File: config.mk
export PLATFORM = sky130hd
export DESIGN_NAME = multicycle_control
export DESIGN_NICKNAME = d
export VERILOG_FILES = /design/src/rtl/multicycle_control.sv
export SDC_FILE = /design/constraint.sdc
export NUM_CORES = 1
export LEC_CHECK = 0
export BUFFER_PORTS_ARGS = -buffer_cell sky130_fd_sc_hd__buf_4
export CORE_ASPECT_RATIO = 0.75
export CORE_MARGIN = 2
export CORE_UTILIZATION = 52
export CTS_CLUSTER_DIAMETER = 100
export DETAILED_ROUTE_END_ITERATION = 7
export HOLD_SLACK_MARGIN = 0.03
export PLACE_DENSITY = 0.88
export SYNTH_ARGS = -nofsm -noshare
export SYNTH_HDL_FRONTEND = slang
export SYNTH_SLANG_ARGS = --single-unit
export TNS_END_PERCENT = 30
File: constraint.sdc
create_clock -name iCLK -period 3.4 [get_ports iCLK]
set_clock_uncertainty 0.2 [all_clocks]
set_input_delay 0.51 -clock iCLK [delete_from_list [all_inputs] [get_ports iCLK]]
set_output_delay 0.51 -clock iCLK [all_outputs]
set_load 0.02 [all_outputs]
File: src/rtl/multicycle_control.sv
// Moore control FSM for the multicycle RV32I datapath: decodes IR, sequences
// every datapath strobe, inserts memory wait states and counts retired instructions.
module multicycle_control #(
  parameter int MEM_WAIT = 0
) (
  input  logic        iCLK,
  input  logic        iRST,
  input  logic [31:0] iInst,
  output logic        oRegWrite,
  output logic [1:0]  oALUSrcA,
  output logic [1:0]  oALUSrcB,
  output logic        oMemRead,
  output logic        oMemWrite,
  output logic        oMemtoReg,
  output logic        oIoD,
  output logic        oIRWrite,
  output logic        oPCWrite,
  output logic        oPCWriteCond,
  output logic [1:0]  oALUOp,
  output logic        oPCSource,
  output logic        oIllegal,
  output logic [3:0]  oState,
  output logic [31:0] oInstrCount
);

  typedef enum logic [3:0] {
    S_FETCH   = 4'd0,
    S_DECODE  = 4'd1,
    S_MEMADR  = 4'd2,
    S_MEMRD   = 4'd3,
    S_MEMWB   = 4'd4,
    S_MEMWR   = 4'd5,
    S_EXEC_R  = 4'd6,
    S_EXEC_I  = 4'd7,
    S_ALUWB   = 4'd8,
    S_BRANCH  = 4'd9,
    S_ILLEGAL = 4'd10
  } state_e;

  localparam logic [6:0] OP_LOAD   = 7'b0000011;
  localparam logic [6:0] OP_STORE  = 7'b0100011;
  localparam logic [6:0] OP_RTYPE  = 7'b0110011;
  localparam logic [6:0] OP_ITYPE  = 7'b0010011;
  localparam logic [6:0] OP_BRANCH = 7'b1100011;
  localparam logic [2:0] LAST_WAIT = 3'(MEM_WAIT);

  state_e      state_q, state_d;
  logic [2:0]  wait_q, wait_d;
  logic [31:0] count_q, count_d;

  logic [6:0]  opcode;
  logic [2:0]  funct3;
  logic        last_wait;
  logic        in_mem_state;

  assign opcode       = iInst[6:0];
  assign funct3       = iInst[14:12];
  assign last_wait    = (wait_q == LAST_WAIT);
  assign in_mem_state = (state_q == S_FETCH) || (state_q == S_MEMRD) ||
                        (state_q == S_MEMWR);

  always_ff @(posedge iCLK or negedge iRST) begin
    if (!iRST) begin
      state_q <= S_FETCH;
      wait_q  <= 3'd0;
      count_q <= 32'd0;
    end else begin
      state_q <= state_d;
      wait_q  <= wait_d;
      count_q <= count_d;
    end
  end

  always_comb begin
    state_d = state_q;
    case (state_q)
      S_FETCH:  if (last_wait) state_d = S_DECODE;
      S_DECODE: begin
        if (opcode == OP_LOAD || opcode == OP_STORE)        state_d = S_MEMADR;
        else if (opcode == OP_RTYPE)                        state_d = S_EXEC_R;
        else if (opcode == OP_ITYPE)                        state_d = S_EXEC_I;
        else if (opcode == OP_BRANCH && funct3 == 3'b000)   state_d = S_BRANCH;
        else                                                state_d = S_ILLEGAL;
      end
      S_MEMADR: begin
        if (opcode == OP_LOAD && funct3 == 3'b010)          state_d = S_MEMRD;
        else if (opcode == OP_STORE && funct3 == 3'b010)    state_d = S_MEMWR;
        else                                                state_d = S_ILLEGAL;
      end
      S_MEMRD:  if (last_wait) state_d = S_MEMWB;
      S_MEMWR:  if (last_wait) state_d = S_FETCH;
      S_EXEC_R, S_EXEC_I: state_d = S_ALUWB;
      S_MEMWB, S_ALUWB, S_BRANCH, S_ILLEGAL: state_d = S_FETCH;
      default:  state_d = S_FETCH;
    endcase
  end

  // Memory states are never re-entered back to back, so the counter only
  // needs to run while parked in one and clears on every exit.
  always_comb begin
    wait_d = 3'd0;
    if (in_mem_state && !last_wait) wait_d = wait_q + 3'd1;
  end

  always_comb begin
    count_d = count_q;
    if (state_q == S_MEMWB || state_q == S_ALUWB || state_q == S_BRANCH ||
        (state_q == S_MEMWR && last_wait))
      count_d = count_q + 32'd1;
  end

  // Outputs are a function of state only, forced quiet while reset is held.
  always_comb begin
    oRegWrite    = 1'b0;
    oALUSrcA     = 2'b00;
    oALUSrcB     = 2'b00;
    oMemRead     = 1'b0;
    oMemWrite    = 1'b0;
    oMemtoReg    = 1'b0;
    oIoD         = 1'b0;
    oIRWrite     = 1'b0;
    oPCWrite     = 1'b0;
    oPCWriteCond = 1'b0;
    oALUOp       = 2'b00;
    oPCSource    = 1'b0;
    oIllegal     = 1'b0;
    if (iRST) begin
      case (state_q)
        S_FETCH: begin
          oMemRead = 1'b1;
          oALUSrcB = 2'b01;
          oIRWrite = last_wait;
          oPCWrite = last_wait;
        end
        S_DECODE: begin
          oALUSrcA = 2'b10;
          oALUSrcB = 2'b10;
        end
        S_MEMADR: begin
          oALUSrcA = 2'b01;
          oALUSrcB = 2'b10;
        end
        S_MEMRD: begin
          oMemRead = 1'b1;
          oIoD     = 1'b1;
        end
        S_MEMWB: begin
          oRegWrite = 1'b1;
          oMemtoReg = 1'b1;
        end
        S_MEMWR: begin
          oMemWrite = 1'b1;
          oIoD      = 1'b1;
        end
        S_EXEC_R: begin
          oALUSrcA = 2'b01;
          oALUOp   = 2'b10;
        end
        S_EXEC_I: begin
          oALUSrcA = 2'b01;
          oALUSrcB = 2'b10;
          oALUOp   = 2'b10;
        end
        S_ALUWB:  oRegWrite = 1'b1;
        S_BRANCH: begin
          oALUSrcA     = 2'b01;
          oALUOp       = 2'b01;
          oPCWriteCond = 1'b1;
          oPCSource    = 1'b1;
        end
        S_ILLEGAL: oIllegal = 1'b1;
        default: ;
      endcase
    end
  end

  assign oState      = state_q;
  assign oInstrCount = count_q;

endmodule

# Word-level counts from Yosys, hierarchy flattened
# Cells that the tools add are included.
[totals]
in_bits = 34
word_cells = 79
out_inout_bits = 52
ff_bits = 39
[classes]
n_eq_ne = 19
addsub = 2
muxes = 33
n_reduce_logical = 22
[op_table]
columns = ["op", "n"]
rows = [
  ["$add 32x1->32 const B", 1],
  ["$mux 4", 8],
  ["$pmux 4 s6", 1],
  ["$eq 4x3->1 const B", 4],
  ["$mux 1", 16],
  ["$eq 7x6->1 const B", 2],
  ["$eq 4x4->1 const B", 3],
  ["$pmux 2 s2", 3],
  ["$eq 4x2->1 const B", 2],
  ["$mux 2", 4],
  ["$reduce_or 2->1", 4],
  ["$eq 7x2->1 const B", 1],
  ["$eq 7x5->1 const B", 1],
  ["$eq 7x7->1 const B", 1],
  ["$logic_not 3->1", 2],
  ["$logic_or 1x1->1", 6],
  ["$ne 2x2->1 const B", 3],
  ["$logic_and 1x1->1", 5],
  ["$eq 4x1->1 const B", 1],
  ["$logic_not 4->1", 1],
  ["$reduce_or 4->1", 1],
  ["$add 3x1->3 const B", 1],
  ["$eq 3x2->1 const B", 1],
  ["$mux 3", 1],
  ["3 further kinds", 3],
]

# Logic depth before layout (Yosys ltp)
# Gate-level depths: netlist of run 1.
[depth]
word_depth = 7
depth_mapped = 8
ltp_nobuf = 7

# Worst setup path after synthesis of run 1
# No wires, ideal clock.
[synth_path]
path_kind = "reg-to-output"
from = "register state_q[0] (netlist: oState[0])"
to = "output port oPCWriteCond"
path_stages_with_launch = 6
required_ps = 2690
path_buffers = 2
slack_ps = 657
arrival_time_ps = 2033
path_cell_list = "dfrtp_1 -> clkbuf_1 -> nor2b_1 -> nand2_1 -> nor3b_1 -> buf_4"
[synth_via]
elab_chain_len = 3
[synth_lines]
columns = ["element", "line", "text"]
rows = [
  ["from (decl)", "47", "state_e state_q, state_d;"],
  ["from (signal assigned)", "68", "state_q <= state_d;"],
  ["$eq 4x4->1", "-", ""],
  ["$mux 1 (2 in series)", "-", ""],
  ["to (decl)", "18", "output logic oPCWriteCond,"],
]
# No other way between the ends.

# Worst setup path after layout of run 1
[layout_path]
from = "input port iRST"
to = "output port oALUSrcA[0]"
[layout_via]
elab_chain_len = 1
[layout_lines]
columns = ["element", "line", "text"]
rows = [
  ["from (decl)", "7", "input logic iRST,"],
  ["$mux 2", "127", "if (iRST) begin"],
  ["to (decl)", "10", "output logic [1:0] oALUSrcA,"],
]
# No other way between the ends.

==> results.py, run 1 <==
metrics = {
    "run_status": {
        "status": "complete, no violations",
    },
    "clock_network": {
        "cts_resized": 0,
        "clk_latency_ns": 0.29,
        "clock_sinks": 39,
        "clock_path_buffers": 2,
        "cts_hold_buf": 1,
        "clk_pin_slew_ns": 0.07,
        "cts_htree_levels": 2,
        "cts_tree": "yes",
        "cts_buffers": 5,
        "cts_root_buffer": "clkbuf_8",
        "cts_setup_buffers": 0,
    },
    "setup_path": {
        "cp_num_buf_inv": 4,
        "r2r-start": "wait_q[0]",
        "reg2regPathDepth": 8,
        "worstSetupPathType": "input port to primary output",
        "crit_fanout": 36,
        "r2r_setup_slack_ns": 0.97,
        "cp_top_family": "buffers and inverters",
        "cpMaxStageDelayCell": "dlygate4sd3_1",
        "reg2reg_to": "oInstrCount[28]",
        "crit_end": "oALUSrcA[0]",
        "slowest_delay_ns": 0.53,
        "cp_data_arrival_time_ns": 1.97,
        "crit_required_ns": 2.69,
        "end_kind": "primary output",
        "crit_chain": "dlygate4sd3_1 > buf_4 > buf_4 > and2_1 > buf_4",
        "path_common_cell": "buf_4",
        "cp.depth": 5,
        "start_kind": "input port",
        "cp-startpoint": "iRST",
    },
    "timing": {
        "whs_ns": 0.2752,
        "fmax_mhz": 373.7,
        "slew_violations": 0,
        "final.setup.worst_slack_ns": 0.7243,
        "hold_violations": 0,
        "worstMarginPinSlew_ns": 0.5832,
        "fin_crit_sh_pct": 78.70,
        "fin_crit_ns": 2.676,
        "fin_setup_tns_ns": 0,
        "rsz0062_at_grt": "no",
        "timing.slew.headroom_pct": 61.12,
        "setup_violations": 0,
    },
    "power_and_ir_drop": {
        "clkPwrFrac_pct": 21.5,
        "power.switching_mw": 0.5981,
        "seqPwrFrac_pct": 41.3,
        "intPower_mw": 0.9496,
        "leakage_nw": 1.331,
        "power.density_nw_per_um2": 551.2,
        "irDropWorstVdd_uv": 426.0,
        "finalPower_mw": 1.548,
        "p_sw_share_pct": 38.64,
        "combPwrFrac_pct": 37.3,
    },
    "grt": {
        "grt_overflow_total": 0,
        "grt_pass1_vias": 1771,
        "antenna_found_initial": 0,
        "grt_start_max_net_pins": 37,
        "track_usage_pct": 21.92,
        "grt_pass1_wl_um": 7969,
    },
    "die": {
        "core-area_um2": 4054,
        "row_count": 20,
        "dieArea_um2": 4751,
        "chipHeight_um": 60.20,
        "start_util_pct": 54.01,
        "dieWidth_um": 78.93,
        "ioPinCount": 86,
    },
    "routing": {
        "viasPerCell": 5.480,
        "wl_um": 4864,
        "vias": 1929,
        "initialDrtViolationCount": 109,
        "dr.pass1.iters": 4,
        "drc": 0,
        "wl_per_cell_um": 13.82,
        "ant_nets": 0,
    },
    "job": {
        "maxCapViolCount": 0,
    },
    "cells_and_area": {
        "fin_area_um2": 2808,
        "drive_gt1_share_pct": 28.28,
        "fin_util_pct": 69.26,
        "nets": 333,
        "syn_to_final_growth_pct": 28.23,
        "antenna_cells": 0,
        "finalNonFillerCells": 352,
    },
    "synth": {
        "synthTopCellsByCount": "39 x dfrtp_1, 31 x nor2_1, 21 x xnor2_1",
        "yosysTopAreaCellShare_pct": 44.57,
        "seq_area_frac_synth_pct": 44.57,
        "synthCells": 231,
        "synth_most_common_cell": "dfrtp_1",
        "synth_cell_types": 44,
        "synth_edf_count": 0,
        "async_flop_share_pct": 100.0,
        "synth_top_area_cell": "dfrtp_1",
        "synth.area.top_cells": "dfrtp_1 45%, xnor2_1 8.4%, xor2_1 5.6%",
        "synth.avg_cell_area_um2": 9.479,
        "yosysWarnings": 0,
        "ys.flop_type": "dfrtp_1",
        "ys_seq_elements": 39,
        "syn_nets": 268,
        "post_synth_instance_area_um2": 2190,
    },
    "min_path": {
        "hold_start": "wait_q[0]",
        "hp-class": "register to register",
    },
    "placed_design": {
        "detailed_place_hpwl_um": 3731,
        "dpl_cell_area_um2": 2698,
        "port_buffers": 63,
        "place_ws_ns": 0.9760,
        "place_congestion": 0.8104,
        "placed_cells": 343,
    },
}
==> flip-flops by register name, summed over array words and instances (netlist names) <==
register     count
oInstrCount     32
oState           4
wait_q           3
==> power by group through the flow <==
stage	combinational, mW	sequential, mW	clock (mW)
after floorplan	0.372	0.640	0
after global placement	0.565	0.640	0
after detailed placement	0.576	0.644	0
after CTS	0.579	0.635	0.343
after global routing	0.631	0.653	0.364
final	0.577	0.639	0.332
==> cell type report <==
cell class / count / area [um^2]
timing repair buffer: 66 / 498.0
clock buffer: 8 / 100.1
sequential: 39 / 975.9
inverter: 11 / 41.29
multi-input combinational: 173 / 1124
tap: 55 / 68.82
fill: 320 / 1246
==> how the worst min path moves through the flow <==
stage          slack (ns)             end  cells past startpoint
3_3_place_gp         0.14       oState[2]                      1
6_report             0.28       wait_q[0]                      1
2_1_floorplan        0.01  oInstrCount[0]                      0
3_5_place_dp         0.14       oState[2]                      1
5_1_grt              0.29       wait_q[0]                      1
4_1_cts              0.27       wait_q[0]                      1
==> per-layer routing <==
layer	track usage, %	share of wire (%)	wire (um)	up-vias
li1	-	-	-	934
met1	29.58	47	2290	933
met2	34.68	46	2257	54
met3	4.985	5.2	252	8
met4	9.113	1.3	63	0
met5	0	0	0	-
==> placed cells by master (no fill, tap or decap), drive strengths merged, types with 3 or more instances in the layout <==
cell,n
buf,65
dfrtp,39
nor2,31
xnor2,21
nand2,19
nand3,15
xor2,14
nor3,13
inv,11
nand4,11
clkbuf,8
and3,5
nor4,4
or3,3
nand2b,3
o211ai,3
ha,3
nor3b,3
==> kinds of logic after synthesis <==
logic type | after synthesis | share of synthesized area [%]
AND/OR/NAND/NOR | 117 | 28.80
flip-flops | 39 | 44.57
XOR/XNOR | 35 | 14.00
buffers and inverters | 19 | 4.114
AO/OA/AOI/OAI | 17 | 6.286
adder cells (fa/ha/maj) | 3 | 1.714
multiplexers | 1 | 0.5142
(Power assumes the default switching activity.)
==> run 2: changes to the inputs <==
--- a/config.mk
+++ b/config.mk
@@ -8,11 +8,11 @@
 export BUFFER_PORTS_ARGS = -buffer_cell sky130_fd_sc_hd__buf_4
 export CORE_ASPECT_RATIO = 0.75
 export CORE_MARGIN = 2
-export CORE_UTILIZATION = 52
+export CORE_UTILIZATION = 44
 export CTS_CLUSTER_DIAMETER = 100
 export DETAILED_ROUTE_END_ITERATION = 7
 export HOLD_SLACK_MARGIN = 0.03
-export PLACE_DENSITY = 0.88
+export PLACE_DENSITY = 0.79
 export SYNTH_ARGS = -nofsm -noshare
 export SYNTH_HDL_FRONTEND = slang
 export SYNTH_SLANG_ARGS = --single-unit
==> constraint.sdc (replaced) <==
create_clock -name iCLK -period 2.4 [get_ports iCLK]
set_clock_uncertainty 0.2 [all_clocks]
set_input_delay 0.36 -clock iCLK [delete_from_list [all_inputs] [get_ports iCLK]]
set_output_delay 0.36 -clock iCLK [all_outputs]
set_load 0.02 [all_outputs]
==> run 2 against run 1 <==
Clock-buffer cell count shrank 2. Final cell count grew 4.5%. Die area grew 17%. Critical path depth is the same. Sequential share of layout area shrank 1.7 points. Sequential cell count is the same.
==> results.py, run 2 (synthesis results as in run 1) <==
metrics = {
    "placed_design": {
        "place_congestion": 0.7974,
        "port_buffers": 63,
        "place_ws_ns": 0.03249,
        "detailed_place_hpwl_um": 3948,
        "placed_cells": 358,
    },
    "min_path": {
        "hp-class": "input port to register",
    },
    "cells_and_area": {
        "nets": 344,
        "layout_common_cells": "75 x buf_4, 38 x dfrtp_1, 30 x nor2_1, 21 x xnor2_1, 19 x nand2_1",
        "antenna_cells": 0,
        "finalNonFillerCells": 368,
        "fillers": 422,
        "drive_gt1_share_pct": 33.12,
        "final_common_cell": "buf_4",
        "largest_reg_flops": 32,
        "fin_util_pct": 60.98,
        "syn_to_final_growth_pct": 34.91,
    },
    "routing": {
        "viasPerCell": 5.323,
        "wl_um": 5134,
        "wl_per_cell_um": 13.95,
        "ant_nets": 0,
        "initialDrtViolationCount": 150,
        "dr.pass1.iters": 4,
        "drc": 0,
        "vias": 1959,
    },
    "grt": {
        "grt_pass1_vias": 1917,
        "antenna_found_initial": 0,
        "grt_start_max_net_pins": 22,
        "grt_pass1_wl_um": 8797,
        "grt_overflow_total": 0,
        "track_usage_pct": 19.83,
    },
    "die": {
        "core-area_um2": 4845,
        "row_count": 22,
        "start_util_pct": 45.20,
        "dieArea_um2": 5562,
        "dieWidth_um": 85.46,
        "ioPinCount": 86,
        "chipHeight_um": 65.09,
    },
    "setup_path": {
        "reg2reg_to": "oInstrCount[13]",
        "cp_top_family": "buffers and inverters",
        "r2r-start": "wait_q[0]",
        "cpMaxStageDelayCell": "dlygate4sd3_1",
        "crit_end": "oPCWrite",
        "reg2regPathDepth": 7,
        "cp.depth": 5,
        "cp_data_arrival_time_ns": 1.66,
        "path_common_cell": "buf_4",
        "crit_required_ns": 1.84,
        "crit_chain": "dlygate4sd3_1 > buf_4 > nand2_1 > nor4_2 > buf_4",
        "crit_fanout": 11,
        "worstSetupPathType": "input port to primary output",
        "start_kind": "input port",
        "cp_num_buf_inv": 3,
        "r2r_setup_slack_ns": 0.18,
        "end_kind": "primary output",
        "cp-startpoint": "iRST",
        "slowest_delay_ns": 0.52,
    },
    "power_and_ir_drop": {
        "leakage_nw": 1.397,
        "power.density_nw_per_um2": 815.5,
        "irDropWorstVdd_uv": 494.2,
    },
    "timing": {
        "rsz0062_at_grt": "no",
        "slew_violations": 0,
        "setup_violations": 0,
        "worstMarginPinSlew_ns": 0.3933,
        "whs_ns": 0.2115,
        "fin_crit_sh_pct": 92.65,
        "hold_violations": 0,
        "fmax_mhz": 449.7,
        "final.setup.worst_slack_ns": 0.1765,
        "timing.slew.headroom_pct": 73.59,
        "fin_crit_ns": 2.224,
    },
    "clock_network": {
        "cts_tree": "yes",
        "clock_path_buffers": 2,
        "clk_latency_ns": 0.29,
        "clock_sinks": 39,
        "cts_htree_levels": 2,
        "cts_buffers": 5,
        "cts_root_buffer": "clkbuf_8",
        "clk_pin_slew_ns": 0.08,
    },
    "job": {
        "maxCapViolCount": 0,
    },
    "run_status": {
        "status": "complete, no violations",
    },
}
run 2: layout make-up:
class                      instances  area (um^2)  share of cell area [%]
clock inverter                     2        35.03                   1.186
tap                               60        75.07                   2.541
inverter                          11        41.29                   1.398
multi-input combinational        173         1159                   39.22
sequential                        39        977.2                   33.08
timing repair buffer              77        584.3                   19.78
clock buffer                       6        82.58                   2.795
run 2: how the worst min path moves through the flow:
stage,start,endpoint,slack [ns],cells past startpoint
finish,iInst[5],oState[1],0.21,4
global route,iRST,oInstrCount[26],0.22,2
CTS,iInst[5],oState[1],0.21,4
detailed placement,iRST,oInstrCount[27],-0.01,1
global placement,iRST,oInstrCount[27],-0.01,1
floorplan,iRST,oInstrCount[0],-0.14,0
run 2: routing by layer:
metal	vias up	track usage, %	routed length, um
met5	-	0	0
met4	0	5.952	51
met3	6	5.025	294
met2	63	30.57	2373
met1	937	27.71	2414
li1	953	-	-
run 2: metrics by stage:
stage | TNS (ns) | cell area [um^2] | power, mW
2_1_floorplan | -0.1271 | 2195 | 1.436
3_3_place_gp | 0 | 2784 | 1.799
3_5_place_dp | 0 | 2784 | 1.814
4_1_cts | 0 | 2914 | 2.387
5_1_grt | 0 | 2954 | 2.547
6_report | 0 | 2954 | 2.409
run 2: repair_timing:
action                     4_1_cts  5_1_grt
hold buffers                     1        0
hold endpoints to repair        39        0
setup buffers                    0        1
pin swaps                        0        3
setup endpoints to repair        2       15
resized for setup                1        7
run 2: power breakdown:
group	total, mW	switching, mW	leakage, nW	internal (mW)
sequential	0.822	0.0967	0.531	0.725
clock	0.563	0.227	0.0612	0.336
combinational	1.02	0.581	0.805	0.443
total	2.41	0.905	1.40	1.50
run 2: worst reg2reg max path: cells and delay by family (launching register included):
kind	cells	cell delay [ns]
compound gates	1	0.44
xor+xnor	1	0.13
fa+ha+maj	1	0.15
buf+inv	1	0.07
flops	1	0.40
simple gates	3	0.72
==> run 3: changes to the inputs <==
--- a/config.mk
+++ b/config.mk
@@ -8,11 +8,12 @@
 export BUFFER_PORTS_ARGS = -buffer_cell sky130_fd_sc_hd__buf_4
 export CORE_ASPECT_RATIO = 0.75
 export CORE_MARGIN = 2
-export CORE_UTILIZATION = 44
+export CORE_UTILIZATION = 45
+export CTS_BUF_LIST = sky130_fd_sc_hd__clkbuf_2
 export CTS_CLUSTER_DIAMETER = 100
 export DETAILED_ROUTE_END_ITERATION = 7
 export HOLD_SLACK_MARGIN = 0.03
-export PLACE_DENSITY = 0.79
+export PLACE_DENSITY = 0.81
 export SYNTH_ARGS = -nofsm -noshare
 export SYNTH_HDL_FRONTEND = slang
 export SYNTH_SLANG_ARGS = --single-unit
==> run 3 against run 2 <==
Final cell count rose by 0.82%. Setup slack worse by 0.045 ns. Largest cell class unchanged. Clock power shrank 53%. Cell area down 1.4%. Clock-buffer cell count unchanged. Utilization up 2.7 points. Sequential cell count unchanged. Register-to-register slack worse by 0.04 ns.
==> results.py, run 3 (synthesis results as in run 1) <==
metrics = {
    "setup_path": {
        "worstSetupPathType": "register to register",
        "r2r_setup_slack_ns": 0.13,
        "reg2reg_to": "oInstrCount[12]",
        "r2r-start": "wait_q[0]",
        "cp_data_arrival_time_ns": 2.38,
        "end_kind": "register",
        "reg2regPathDepth": 8,
        "crit_fanout": 6,
        "cpMaxStageDelayCell": "dfrtp_1",
        "start_kind": "register",
        "slowest_delay_ns": 0.43,
        "crit_chain": "inv_1 > ha_1 > or2b_4 > a311oi_2 > buf_4 > nand4_1 > nor2_1 > xor2_1",
        "crit_required_ns": 2.51,
    },
    "routing": {
        "viasPerCell": 5.348,
        "dr.pass1.iters": 4,
        "drc": 0,
        "wl_um": 5239,
        "vias": 1984,
        "ant_nets": 0,
        "wl_per_cell_um": 14.12,
        "initialDrtViolationCount": 118,
    },
    "timing": {
        "fin_crit_ns": 2.269,
        "rsz0062_at_grt": "yes",
        "hold_violations": 0,
        "fin_crit_sh_pct": 94.52,
        "worstMarginPinSlew_ns": 0.5970,
        "fin_setup_tns_ns": 0,
        "timing.slew.headroom_pct": 60.07,
        "final.setup.worst_slack_ns": 0.1315,
        "slew_violations": 0,
        "whs_ns": 0.1424,
        "fmax_mhz": 440.8,
        "setup_violations": 0,
    },
    "die": {
        "core-area_um2": 4572,
        "start_util_pct": 47.89,
        "dieArea_um2": 5446,
        "row_count": 21,
        "dieWidth_um": 84.55,
        "ioPinCount": 86,
        "chipHeight_um": 64.41,
    },
    "power_and_ir_drop": {
        "p_sw_share_pct": 40.84,
        "clkPwrFrac_pct": 12.1,
        "irDropWorstVdd_uv": 500.5,
        "power.switching_mw": 0.8902,
        "power.density_nw_per_um2": 748.3,
        "seqPwrFrac_pct": 37.1,
        "finalPower_mw": 2.180,
        "intPower_mw": 1.290,
        "combPwrFrac_pct": 50.8,
        "leakage_nw": 1.392,
    },
    "placed_design": {
        "detailed_place_hpwl_um": 4007,
        "place_ws_ns": 0.01698,
        "port_buffers": 63,
        "place_congestion": 0.8695,
    },
    "clock_network": {
        "clock_sinks": 39,
        "cts_buffers": 5,
        "cts_root_buffer": "clkbuf_2",
        "clock_path_buffers": 2,
        "cts_tree": "yes",
        "clk_latency_ns": 0.37,
        "clk_pin_slew_ns": 0.18,
        "cts_htree_levels": 2,
    },
    "grt": {
        "antenna_found_initial": 0,
        "grt_overflow_total": 0,
        "grt_start_max_net_pins": 18,
        "track_usage_pct": 20.59,
        "grt_pass1_wl_um": 9045,
        "grt_pass1_vias": 1939,
    },
    "cells_and_area": {
        "seqCellArea_um2": 978.4,
        "antenna_cells": 0,
        "layout_common_cells": "80 x buf_4, 37 x dfrtp_1, 31 x nor2_1, 21 x xnor2_1, 19 x nand2_1",
        "largest_reg_flops": 32,
        "multi_input_area_um2": 1154,
        "final_common_cell": "buf_4",
        "fillers": 390,
        "nets": 350,
        "drive_gt1_share_pct": 33.12,
        "syn_to_final_growth_pct": 33.03,
    },
    "min_path": {
        "min_to": "oState[1]",
        "hp-class": "input port to register",
        "hold_path_depth": 4,
        "hold_start": "iInst[5]",
    },
    "run_status": {
        "status": "complete, no violations",
    },
    "job": {
        "maxCapViolCount": 0,
    },
}
## run 3: cell types whose count changed in the layout (fill, tap and decap cells not counted), moves of 2 or more
cell and change:
buf_4 +5, clkbuf_2 +6, clkbuf_8 -6, clkinv_1 +2, dlygate4sd3_1 +2
## run 3: power by group through the flow
stage | logic [mW] | clock network (mW) | registers (mW)
global route | 1.19 | 0.317 | 0.821
CTS | 1.04 | 0.275 | 0.817
detailed placement | 1.02 | 0 | 0.828
floorplan | 0.529 | 0 | 0.907
global placement | 1.00 | 0 | 0.821
finish | 1.11 | 0.264 | 0.808
## run 3: cell type report
class                   count  share of cell area [%]
multi-input cells         173                   39.60
flip-flops and latches     39                   33.59
repair buffers             83                   21.65
well taps                  57                   2.448
inverters                  11                   1.418
clock buffers               6                   1.031
clock inverters             2                  0.2577
## run 3: stage by stage
stage,utilization [%],cell area (um^2),std cells
detailed placement,60.81,2780,355
global placement,60.81,2780,355
floorplan,-,2195,231
CTS,62.59,2861,366
global route,63.71,2913,371
finish,63.71,2913,371
## run 3: what timing repair did
item / 4_1_cts / 5_1_grt
buffers inserted: 0 / 5
gates cloned: 0 / 0
hold buffers: 3 / 0
endpoints found under the hold margin: 39 / 0
resized for setup: 3 / 4
pin swaps: 1 / 6
endpoints found under the setup margin: 8 / 22
## run 3: critical path, delay by kind of cell (launching register included)
kind                       cells  cell delay [ns]
and+or+nand+nor                3             0.72
DFF                            1             0.43
AOI/OAI and AO/OA              1             0.29
buffers and inverters          2             0.27
xor gates and xnor gates       1             0.17
adders and majority gates      1             0.14
## run 3: how the worst max path moves through the flow
stage	slack [ns]	end	from	cells past startpoint
5_1_grt	-0.05	oInstrCount[12]	wait_q[0]	8
3_3_place_gp	0.06	oInstrCount[12]	wait_q[0]	8
4_1_cts	-0.04	oIRWrite	wait_q[0]	5
3_5_place_dp	0.02	oInstrCount[12]	wait_q[0]	8
6_report	0.13	oInstrCount[12]	wait_q[0]	8
2_1_floorplan	-0.13	oPCWrite	oState[1]	5
## run 3: metal layers
| layer | up-vias | wire [um] | track usage (%) |
|---|---|---|---|
| li1 | 964 | - | - |
| met1 | 945 | 2475 | 29.00 |
| met2 | 71 | 2353 | 32.58 |
| met3 | 4 | 386 | 4.713 |
| met4 | 0 | 25 | 4.960 |
| met5 | - | 0 | 0 |
